`src/rtl/spi_flash_reader.sv`:
```
// SPI NOR flash reader: issues READ (0x03) + 24-bit address in SPI mode 0,
// then streams len bytes back through a 1-entry valid/ready output register.
module spi_flash_reader #(
  parameter int CLK_DIV   = 2,
  parameter int LEN_WIDTH = 16
) (
  input  logic                 clock,
  input  logic                 reset,
  input  logic                 io_req_valid,
  output logic                 io_req_ready,
  input  logic [23:0]          io_req_bits_addr,
  input  logic [LEN_WIDTH-1:0] io_req_bits_len,
  output logic                 io_resp_valid,
  input  logic                 io_resp_ready,
  output logic [7:0]           io_resp_bits,
  output logic                 io_busy,
  output logic                 io_done,
  output logic                 io_spi_sck,
  output logic                 io_spi_cs,
  output logic                 io_spi_mosi,
  input  logic                 io_spi_miso
);

  localparam logic [8:0] HALF_RELOAD = 9'(CLK_DIV - 1);
  localparam logic [8:0] GAP_RELOAD  = 9'(2 * CLK_DIV - 1);
  localparam logic [7:0] READ_CMD    = 8'h03;

  typedef enum logic [2:0] {
    IDLE, SETUP, CMD, ADDR, DATA, WAIT_RESP, HOLD, GAP
  } state_t;

  state_t               state_q;
  logic [8:0]           div_q;
  logic [4:0]           bit_q;
  logic [31:0]          shift_q;
  logic [7:0]           rx_q;
  logic [LEN_WIDTH-1:0] rem_q;
  logic                 sck_q;
  logic                 cs_q;
  logic                 mosi_q;
  logic                 resp_valid_q;
  logic [7:0]           resp_bits_q;
  logic                 done_q;

  logic resp_hs;
  logic slot_free;
  logic tick;

  assign resp_hs   = resp_valid_q && io_resp_ready;
  // Output register can take a new byte if empty or being drained this cycle.
  assign slot_free = !resp_valid_q || resp_hs;
  assign tick      = (div_q == 9'd0);

  assign io_req_ready  = (state_q == IDLE);
  assign io_busy       = (state_q != IDLE);
  assign io_done       = done_q;
  assign io_resp_valid = resp_valid_q;
  assign io_resp_bits  = resp_bits_q;
  assign io_spi_sck    = sck_q;
  assign io_spi_cs     = cs_q;
  assign io_spi_mosi   = mosi_q;

  // Transfer sequencer: half-period divider, bit shifting and output register.
  always_ff @(posedge clock) begin
    if (reset) begin
      state_q      <= IDLE;
      div_q        <= '0;
      bit_q        <= '0;
      shift_q      <= '0;
      rx_q         <= '0;
      rem_q        <= '0;
      sck_q        <= 1'b0;
      cs_q         <= 1'b1;
      mosi_q       <= 1'b0;
      resp_valid_q <= 1'b0;
      resp_bits_q  <= '0;
      done_q       <= 1'b0;
    end else begin
      done_q <= 1'b0;
      if (resp_hs) resp_valid_q <= 1'b0;
      case (state_q)
        IDLE: begin
          if (io_req_valid) begin
            if (io_req_bits_len == '0) begin
              done_q <= 1'b1;
            end else begin
              state_q <= SETUP;
              cs_q    <= 1'b0;
              shift_q <= {READ_CMD, io_req_bits_addr};
              mosi_q  <= READ_CMD[7];
              rem_q   <= io_req_bits_len;
              bit_q   <= '0;
              div_q   <= HALF_RELOAD;
            end
          end
        end
        // First low half-period: MOSI already carries command bit 7.
        SETUP: begin
          if (tick) begin
            sck_q   <= 1'b1;
            div_q   <= HALF_RELOAD;
            state_q <= CMD;
          end else begin
            div_q <= div_q - 9'd1;
          end
        end
        CMD, ADDR, DATA: begin
          if (!tick) begin
            div_q <= div_q - 9'd1;
          end else begin
            div_q <= HALF_RELOAD;
            if (!sck_q) begin
              // Rising edge: sample the flash.
              sck_q <= 1'b1;
              if (state_q == DATA) rx_q <= {rx_q[6:0], io_spi_miso};
            end else begin
              // Falling edge: bit done, present the next MOSI bit.
              sck_q   <= 1'b0;
              bit_q   <= bit_q + 5'd1;
              shift_q <= shift_q << 1;
              mosi_q  <= shift_q[30];
              if (state_q == CMD && bit_q == 5'd7) begin
                state_q <= ADDR;
                bit_q   <= '0;
              end else if (state_q == ADDR && bit_q == 5'd23) begin
                state_q <= DATA;
                bit_q   <= '0;
                mosi_q  <= 1'b0;
              end else if (state_q == DATA) begin
                mosi_q <= 1'b0;
                if (bit_q == 5'd7) begin
                  bit_q <= '0;
                  rem_q <= rem_q - 1'b1;
                  if (slot_free) begin
                    resp_bits_q  <= rx_q;
                    resp_valid_q <= 1'b1;
                    if (rem_q == LEN_WIDTH'(1)) state_q <= HOLD;
                  end else begin
                    // Completed byte parks in rx_q until the consumer drains.
                    state_q <= WAIT_RESP;
                  end
                end
              end
            end
          end
        end
        // SCK parked low; resume with a full low half-period after handshake.
        WAIT_RESP: begin
          if (resp_hs) begin
            resp_bits_q  <= rx_q;
            resp_valid_q <= 1'b1;
            div_q        <= HALF_RELOAD;
            state_q      <= (rem_q == '0) ? HOLD : DATA;
          end
        end
        HOLD: begin
          if (tick) begin
            cs_q    <= 1'b1;
            div_q   <= GAP_RELOAD;
            state_q <= GAP;
          end else begin
            div_q <= div_q - 9'd1;
          end
        end
        // Done is held back until the final byte has left the output register.
        GAP: begin
          if (tick) begin
            if (slot_free) begin
              done_q  <= 1'b1;
              state_q <= IDLE;
            end
          end else begin
            div_q <= div_q - 9'd1;
          end
        end
        default: state_q <= IDLE;
      endcase
    end
  end

endmodule

```
`config.mk`:
```
export PLATFORM = sky130hd
export DESIGN_NAME = spi_flash_reader
export DESIGN_NICKNAME = d
export VERILOG_FILES = /design/src/rtl/spi_flash_reader.sv
export SDC_FILE = /design/constraint.sdc
export NUM_CORES = 1
export LEC_CHECK = 0
export BUFFER_PORTS_ARGS = -buffer_cell sky130_fd_sc_hd__buf_2
export CORE_AREA = 2 2 93 95
export DETAILED_ROUTE_END_ITERATION = 10
export DIE_AREA = 0 0 95 97
export GPL_TIMING_DRIVEN = 0
export PLACE_DENSITY = 0.86
export SLEW_MARGIN = 20
export SYNTH_ARGS = -nofsm -noshare
export SYNTH_HDL_FRONTEND = slang
export SYNTH_SLANG_ARGS = --single-unit
```
`constraint.sdc`:
```
create_clock -name clock -period 3.09 [get_ports clock]
set_clock_uncertainty 0.05 [all_clocks]
set_input_delay 0.618 -clock clock [delete_from_list [all_inputs] [get_ports clock]]
set_output_delay 0.618 -clock clock [all_outputs]
set_load 0.02 [all_outputs]
```
==> reports/results.ini, run 1 <==
[synthesis]
ys.flop_type = dfxtp_1
synthMuxAreaShare_pct = 4.11
synth_area_leaders = dfxtp_1 (39%), nand2_1 (7.4%), nor2_1 (7.1%)
yosysSeqAreaShare_pct = 38.8
ys_types = 64
syn_nets = 606
yosysTopAreaCell = dfxtp_1
syn_inst = 557
synth_xor_area_share_pct = 1.20
syn_area_per_cell_sq_um = 7.87
synthSimpleGateAreaFrac_pct = 27.9
synth_warnings = 0
synth_compound_area_share_pct = 21.8
synth_top_family_by_area = simple AND/OR/NAND/NOR gates
ys_seq_elements = 85
synth_top_area_share_pct = 38.8
netlist_area_sq_um = 4380
yosys.area_share.adder_pct = 1.14
synth_edf_count = 0
async_flop_share_pct = 0

[pwr]
power_w = 0.00450
p_leak_nw = 1.96
vdd_ir_drop_max_mv = 0.351
p_per_area_nw_per_um2 = 889

[clock_network]
hold_buffers = 0
htreeDepth = 3
post_cts_buffers = 0
clk_latency_ns = 0.37
clk_pin_slew_worst_paths_ns = 0.10
root_buffer = clkbuf_8
clock_sinks = 85
cts_resized = 0
cts_tree = done
clk_path_buf_depth = 2
numCtsBuffers = 9

[die]
fp.dieArea_sq_um = 9220
die_y_um = 97
ioPinCount = 60
die-width_um = 95
start_util_pct = 53.9
rows = 33
core-area_sq_um = 8130

[placement]
gp_congestion = 0.992
io_buffers = 59
hpwl_um = 8530

[finish]
final_util_pct = 62.2
num_antenna_cells = 0
layout-drive-gt1-share_pct = 15.1
finalNetCount = 679
area_growth_pct = 15.4

[routing]
met2_length_um = 5580
via_count = 4531
antenna_left = 0
firstDrtPassIters = 6
wl_per_cell_um = 16.3
drt-initial-drc-count = 649
wl_met1_um = 4990
vias_per_cell = 6.12
drcViolationCount = 0
routed_wl_um = 12000
highest_layer = met4
wl_met3_um = 1070

[sta]
drv_slew = 0
max_slew_margin_pct = 39.5
fin_crit_sh_pct = 91.7
fmax_ghz = 0.353
setup_violations = 0
fin_setup_tns_ns = 0
hold_viol = 0
layout_min_cycle_time_ns = 2.83
tightest_slew_ns = 0.903
rsz0062_at_grt = no

[setup_path]
critPathSlowestCell = clkbuf_1
cp_slowest_stage_delay_ns = 0.52
crit_arrival_ns = 3.06
rrSetupSlack_ns = 0.26
path_depth = 7
critPathLaunchType = flip-flop
cp_max_fo = 10
path_delay_family = buffers and inverters
crit_top_cell = clkbuf_1
regToRegStartpoint = state_q[0]
required_ns = 3.32
crit_buf_inv = 3
r2r_cells = 7
critPathCaptureType = flip-flop
r2r_end = shift_q[13]
startpoint = state_q[0]
crit_chain = clkbuf_1 -> nor2b_1 -> a21oi_1 -> clkbuf_1 -> buf_1 -> nand2_1 -> a311oi_1
path_class = flip-flop to flip-flop
critPathCapture = shift_q[13]

[global_routing]
grt_overflow_total = 0
antenna_found_initial = 0
grt.total_usage_pct = 26.3
grt_pass1_vias = 4237
grt_pass1_wl_um = 19700
grt_max_degree = 17

[flow_run]
maxCapViolCount = 0

[worst_hold_path]
hold_path_class = flip-flop to flip-flop

[run_status]
status = complete, no violations

==> worst reg2reg max path, delay by kind of cell, from the launching register on <==
family,cells,cell delay [ns]
AOI/OAI and AO/OA,2,0.77
DFF,1,0.32
and+or+nand+nor,2,0.29
buffers and inverters,3,1.30
==> layer usage <==
layer / vias to the layer above / track usage (%)
li1: 2160 / -
met1: 2088 / 34.7
met2: 236 / 41.0
met3: 47 / 6.23
met4: 0 / 10.8
met5: - / 0
==> how the worst min path moves through the flow <==
stage	startpoint	endpoint	slack, ns	cells after the start
floorplan	shift_q[26]	shift_q[26]	0.38	2
global placement	shift_q[26]	shift_q[26]	0.39	2
detailed placement	shift_q[26]	shift_q[26]	0.40	2
CTS	shift_q[26]	shift_q[26]	0.41	2
global route	shift_q[26]	shift_q[26]	0.43	2
finish	shift_q[26]	shift_q[26]	0.41	2
==> Yosys cell counts (5+ instances only) <==
cell        n
nor2b_1     7
o21ai_0    26
a2bb2oi_1   5
a21oi_1    44
nand2_1    86
xnor2_1     6
nor2_1     83
dfxtp_1    85
mux2i_1    18
nor3_1     22
clkbuf_1   23
o22ai_1     7
nor4_1      8
nand4_1     5
nand3_1    18
a311oi_1   23
inv_1      10
==> sequential cells by signal, indices dropped and copies added (netlist names) <==
| name | cells |
|---|---|
| io_spi_sck | 1 |
| io_spi_mosi | 1 |
| rem_q | 16 |
| rx_q | 8 |
| state_q | 3 |
| io_spi_cs | 1 |
| bit_q | 5 |
| io_resp_bits | 8 |
| io_done | 1 |
| div_q | 9 |
| io_resp_valid | 1 |
| shift_q | 31 |
==> where the power goes <==
| part | internal, W | leakage, nW | switching [W] |
|---|---|---|---|
| clock network | 0.000466 | 0.108 | 0.000441 |
| registers | 0.00139 | 0.695 | 0.000223 |
| logic | 0.000764 | 1.15 | 0.00121 |
==> cells in the final DEF, fill, tap and decap left out, types with 3 or more instances in the layout <==
master / count
nand2_1: 86
dfxtp_1: 85
nor2_1: 83
buf_2: 62
a21oi_1: 44
o21ai_0: 26
clkbuf_1: 23
a311oi_1: 23
nor3_1: 22
nand3_1: 18
mux2i_1: 18
clkbuf_8: 12
inv_1: 10
nor4_1: 8
o22ai_1: 7
nor2b_1: 7
xnor2_1: 6
nand4_1: 5
a2bb2oi_1: 5
nor3b_1: 4
buf_4: 4
buf_1: 4
ha_1: 4
a22o_1: 3
o211ai_1: 3
o31ai_1: 3
a31oi_1: 3
nand4b_1: 3
==> cell type report <==
type | instances | area, sq um
flip-flops and latches | 85 | 1700
fillers | 706 | 3080
inverters | 10 | 37.5
clock buffers | 9 | 124
well taps | 105 | 131
clock inverters | 7 | 104
plain buffers | 36 | 183
repair buffers | 62 | 318
multi-input cells | 426 | 2460
==> through the flow <==
step	setup slack (ns)	hold WS (ns)	instances	instance area, sq um
3_5_place_dp	0.149	0.395	721	4810
3_3_place_gp	0.174	0.390	721	4810
4_1_cts	0.200	0.406	737	5040
2_1_floorplan	0.766	0.382	557	4380
6_report	0.257	0.408	740	5060
5_1_grt	0.0469	0.432	740	5060
==> logic make-up after synthesis <==
kind of cell               after synthesis
buffers and inverters                   46
muxes                                   18
AOI/OAI and AO/OA                      141
and+or+nand+nor                        257
DFF                                     85
xor gates and xnor gates                 6
adders and majority gates                4
(Power assumes the default switching activity.)
==> inputs of run 2 (changes only) <==
--- a/config.mk
+++ b/config.mk
@@ -6,11 +6,11 @@
 export NUM_CORES = 1
 export LEC_CHECK = 0
 export BUFFER_PORTS_ARGS = -buffer_cell sky130_fd_sc_hd__buf_2
-export CORE_AREA = 2 2 93 95
+export CORE_AREA = 2 2 83 105
 export DETAILED_ROUTE_END_ITERATION = 10
-export DIE_AREA = 0 0 95 97
+export DIE_AREA = 0 0 85 107
 export GPL_TIMING_DRIVEN = 0
-export PLACE_DENSITY = 0.86
+export PLACE_DENSITY = 0.87
 export SLEW_MARGIN = 20
 export SYNTH_ARGS = -nofsm -noshare
 export SYNTH_HDL_FRONTEND = slang
==> reports/results.ini, run 2 (synthesis gave the netlist of run 1 again) <==
[placement]
io_buffers = 59
dp.cells = 713
hpwl_um = 8500
gp_congestion = 0.993
place_area_sq_um = 4800

[setup_path]
critPathCapture = shift_q[12]
path_class = flip-flop to flip-flop
r2r_end = shift_q[12]
rrSetupSlack_ns = 0.25
r2r_cells = 7
required_ns = 3.32
critPathLaunchType = flip-flop
cp_max_fo = 10
startpoint = state_q[0]
crit_arrival_ns = 3.07
regToRegStartpoint = state_q[0]
critPathCaptureType = flip-flop

[clock_network]
numCtsBuffers = 9
cts_tree = done
clk_latency_ns = 0.37
htreeDepth = 3
clk_path_buf_depth = 2
clk_pin_slew_worst_paths_ns = 0.09
root_buffer = clkbuf_8
hold_buffers = 0
clock_sinks = 85

[finish]
final_cell_area_sq_um = 5020
largest_register_ff_count = 31
finalNetCount = 679
final_cells = 732
layout-drive-gt1-share_pct = 15.3
reg_top3 = shift_q x31, rem_q x16, div_q x9
final_cell_mix = nand2_1 (86), dfxtp_1 (85), nor2_1 (83)
largest-register = shift_q
final_common_cell = nand2_1
num_antenna_cells = 0
area_growth_pct = 14.6
fillers = 703

[sta]
whs_ns = 0.416
max_slew_margin_pct = 44.2
setup_violations = 0
rsz0062_at_grt = no
tightest_slew_ns = 0.832
fin_crit_sh_pct = 92.0
fin_setup_tns_ns = 0
drv_slew = 0
hold_viol = 0
layout_min_cycle_time_ns = 2.84
fmax_ghz = 0.352

[run_status]
status = complete, no violations

[pwr]
p_per_area_nw_per_um2 = 874
p_leak_nw = 1.95
vdd_ir_drop_max_mv = 0.861

[global_routing]
grt_max_degree = 15
grt_overflow_total = 0
grt.total_usage_pct = 26.5
grt_pass1_wl_um = 19600
antenna_found_initial = 0
grt_pass1_vias = 4255

[worst_hold_path]
hold_path_class = flip-flop to flip-flop
worstHoldStart = io_spi_mosi
min_path_cells = 2

[die]
start_util_pct = 54.1
ioPinCount = 60
core-area_sq_um = 8100
fp.dieArea_sq_um = 9100
rows = 37
die_y_um = 107
die-width_um = 85

[flow_run]
maxCapViolCount = 0

[routing]
drcViolationCount = 0
drt-initial-drc-count = 438
antenna_left = 0
wl_per_cell_um = 16.1
firstDrtPassIters = 5
via_count = 4543
vias_per_cell = 6.21
routed_wl_um = 11800

run 2: cell types whose count changed in the layout (fill, tap and decap cells not counted), sizes merged:
cell / change
inv: -2
clkbuf: +1
bufinv: -1
clkinvlp: -1
clkinv: +3
run 2: critical path, cell delays in order (launching register included):
cell and delay [ns]:
dfxtp_1 0.31, clkbuf_1 0.40, nor2b_1 0.18, a21oi_1 0.48, clkbuf_1 0.53, buf_1 0.41, nand2_1 0.12, a311oi_1 0.26
run 2: metal layers:
layer	share of wire (%)	wire (um)	global-route usage, %
met5	0	0	0
met4	3.5	415	13.8
met3	6.2	728	3.54
met2	49	5820	46.1
met1	41	4810	31.4
run 2: how the worst min path moves through the flow:
stage	slack (ns)	endpoint
4_1_cts	0.41	io_spi_mosi
2_1_floorplan	0.38	shift_q[26]
5_1_grt	0.43	io_spi_mosi
3_5_place_dp	0.40	io_spi_mosi
6_report	0.42	io_spi_mosi
3_3_place_gp	0.39	shift_q[29]
run 2: final cells by class:
cell class / count / area [sq um] / share of cell area [%]
flip-flops and latches: 85 / 1700 / 33.9
multi-input cells: 426 / 2460 / 49.0
well taps: 97 / 121 / 2.42
repair buffers: 62 / 318 / 6.33
inverters: 10 / 37.5 / 0.748
clock inverters: 6 / 61.3 / 1.22
clock buffers: 10 / 138 / 2.74
plain buffers: 36 / 184 / 3.66
run 2: timing repair:
action | CTS | global route
setup buffers | 0 | 3
setup endpoints to repair | 0 | 8
resized for setup | 0 | 2
run 2: report_power, final:
group	internal, W	switching (W)
registers	0.00139	0.000227
logic	0.000766	0.00120
clock network	0.000394	0.000405
run 2: through the flow:
step                util, %  total power (W)  worst slack, ns
CTS                    61.7          0.00436            0.157
global route           62.0          0.00469           0.0841
finish                 62.0          0.00439            0.248
floorplan                 -          0.00310            0.766
detailed placement     59.2          0.00356           0.0420
global placement       59.2          0.00349            0.120
==> inputs of run 3 (changes only) <==
--- a/config.mk
+++ b/config.mk
@@ -6,11 +6,11 @@
 export NUM_CORES = 1
 export LEC_CHECK = 0
 export BUFFER_PORTS_ARGS = -buffer_cell sky130_fd_sc_hd__buf_2
-export CORE_AREA = 2 2 83 105
+export CORE_AREA = 2 2 91 115
 export DETAILED_ROUTE_END_ITERATION = 10
-export DIE_AREA = 0 0 85 107
+export DIE_AREA = 0 0 93 117
 export GPL_TIMING_DRIVEN = 0
-export PLACE_DENSITY = 0.87
+export PLACE_DENSITY = 0.76
 export SLEW_MARGIN = 20
 export SYNTH_ARGS = -nofsm -noshare
 export SYNTH_HDL_FRONTEND = slang
==> reports/results.ini, run 3 (synthesis gave the netlist of run 1 again) <==
[clock_network]
clock_sinks = 85
cts_tree = done
clk_path_buf_depth = 2
root_buffer = clkbuf_16
hold_buffers = 0
clk_pin_slew_worst_paths_ns = 0.06
clk_latency_ns = 0.34
numCtsBuffers = 9
htreeDepth = 3

[global_routing]
grtUsageMet2_pct = 36.6
grt.total_usage_pct = 22.4
grt-busiest-layer = met2
grt_overflow_total = 0
antenna_found_initial = 0
grt_use_met3_pct = 4.29
grt_util_met1_pct = 27.7
grt_pass1_wl_um = 19600
grt_pass1_vias = 4156
grt_max_degree = 15

[die]
ioPinCount = 60
die-width_um = 93
fp.dieArea_sq_um = 10900
rows = 41
start_util_pct = 44.5
core-area_sq_um = 9850
die_y_um = 117

[finish]
layout-drive-gt1-share_pct = 15.0
area_growth_pct = 17.9
finalNetCount = 678
fillers = 984
num_antenna_cells = 0
final_cell_mix = nand2_1 (86), dfxtp_1 (85), nor2_1 (83)
largest_register_ff_count = 31
final_common_cell = nand2_1
largest-register = shift_q
final_cell_area_sq_um = 5160
final_cells = 763
reg_top3 = shift_q x31, rem_q x16, div_q x9

[routing]
wl_per_cell_um = 15.2
drt-initial-drc-count = 347
vias_per_cell = 5.75
routed_wl_um = 11600
antenna_left = 0
via_count = 4387
firstDrtPassIters = 5
drcViolationCount = 0

[placement]
io_buffers = 59
place_area_sq_um = 4840
hpwl_um = 8600
dp.cells = 745
gp_congestion = 0.935

[sta]
layout_min_cycle_time_ns = 2.78
tightest_slew_ns = 0.898
fin_crit_sh_pct = 90.1
hold_viol = 0
drv_slew = 0
max_slew_margin_pct = 39.8
setup_violations = 0
rsz0062_at_grt = no
fin_setup_tns_ns = 0
fmax_ghz = 0.359

[setup_path]
required_ns = 3.24
critPathLaunchType = input pin
crit_arrival_ns = 2.93
path_class = input pin to flip-flop
critPathCaptureType = flip-flop
cp_max_fo = 10

[run_status]
status = complete, no violations

[pwr]
p_per_area_nw_per_um2 = 904
vdd_ir_drop_max_mv = 0.456
p_leak_nw = 1.99

[worst_hold_path]
hold_path_class = flip-flop to flip-flop

[flow_run]
maxCapViolCount = 0

[run 3: cell count changes in the layout (fill, tap and decap cells not counted), sizes merged]
| cell | before | now |
|---|---|---|
| clkbuf | 36 | 37 |
| clkinv | 3 | 2 |
| inv | 11 | 10 |
| clkinvlp | 1 | 2 |
| buf | 70 | 69 |
[run 3: repair_timing]
action                     4_1_cts  5_1_grt
resized for setup                0        0
setup endpoints to repair        0        7
setup buffers                    0        2
[run 3: through the flow]
step / setup slack (ns) / util (%) / hold WS (ns) / power [W]
after detailed placement: 0.0539 / 49.1 / 0.395 / 0.00355
final: 0.307 / 52.4 / 0.401 / 0.00467
after CTS: 0.212 / 52.3 / 0.404 / 0.00467
after global placement: 0.0845 / 49.1 / 0.388 / 0.00350
after global routing: 0.0824 / 52.4 / 0.421 / 0.00500
after floorplan: 0.766 / - / 0.382 / 0.00310
[run 3: critical path, stage by stage]
cell,delay (ns)
buf_2,0.10
nor4_1,0.31
nand4_1,0.34
nor2b_1,0.24
clkbuf_1,0.23
nor2_1,0.32
clkbuf_1,0.47
a2bb2oi_1,0.24
nor2_1,0.06
[run 3: path summary, 6_finish.rpt]
kind / start / to / slack (ns) / depth (start not counted)
max: io_req_bits_len[3] / rem_q[2] / 0.31 / 9
min: shift_q[28] / shift_q[28] / 0.40 / 2
max reg2reg: state_q[0] / rem_q[2] / 0.34 / 11
min reg2reg: shift_q[28] / shift_q[28] / 0.40 / 2
[run 3: where the power goes]
group,switching (W),internal [W]
Combinational,0.00118,0.000764
Sequential,0.000219,0.00140
Clock,0.000442,0.000670
Total,0.00184,0.00283
[run 3: layout make-up]
type / instances / area (sq um) / share of cell area, %
inverters: 10 / 37.5 / 0.727
repair buffers: 61 / 310 / 6.01
well taps: 129 / 161 / 3.13
flip-flops and latches: 85 / 1700 / 32.9
multi-input cells: 426 / 2460 / 47.6
clock inverters: 5 / 58.8 / 1.14
clock buffers: 11 / 253 / 4.89
plain buffers: 36 / 183 / 3.54
[run 3: routing by layer]
metal	share of wire [%]	vias to the layer above
li1	-	2149
met1	43	2022
met2	48	177
met3	5.4	39
met4	3.8	0
met5	0	-
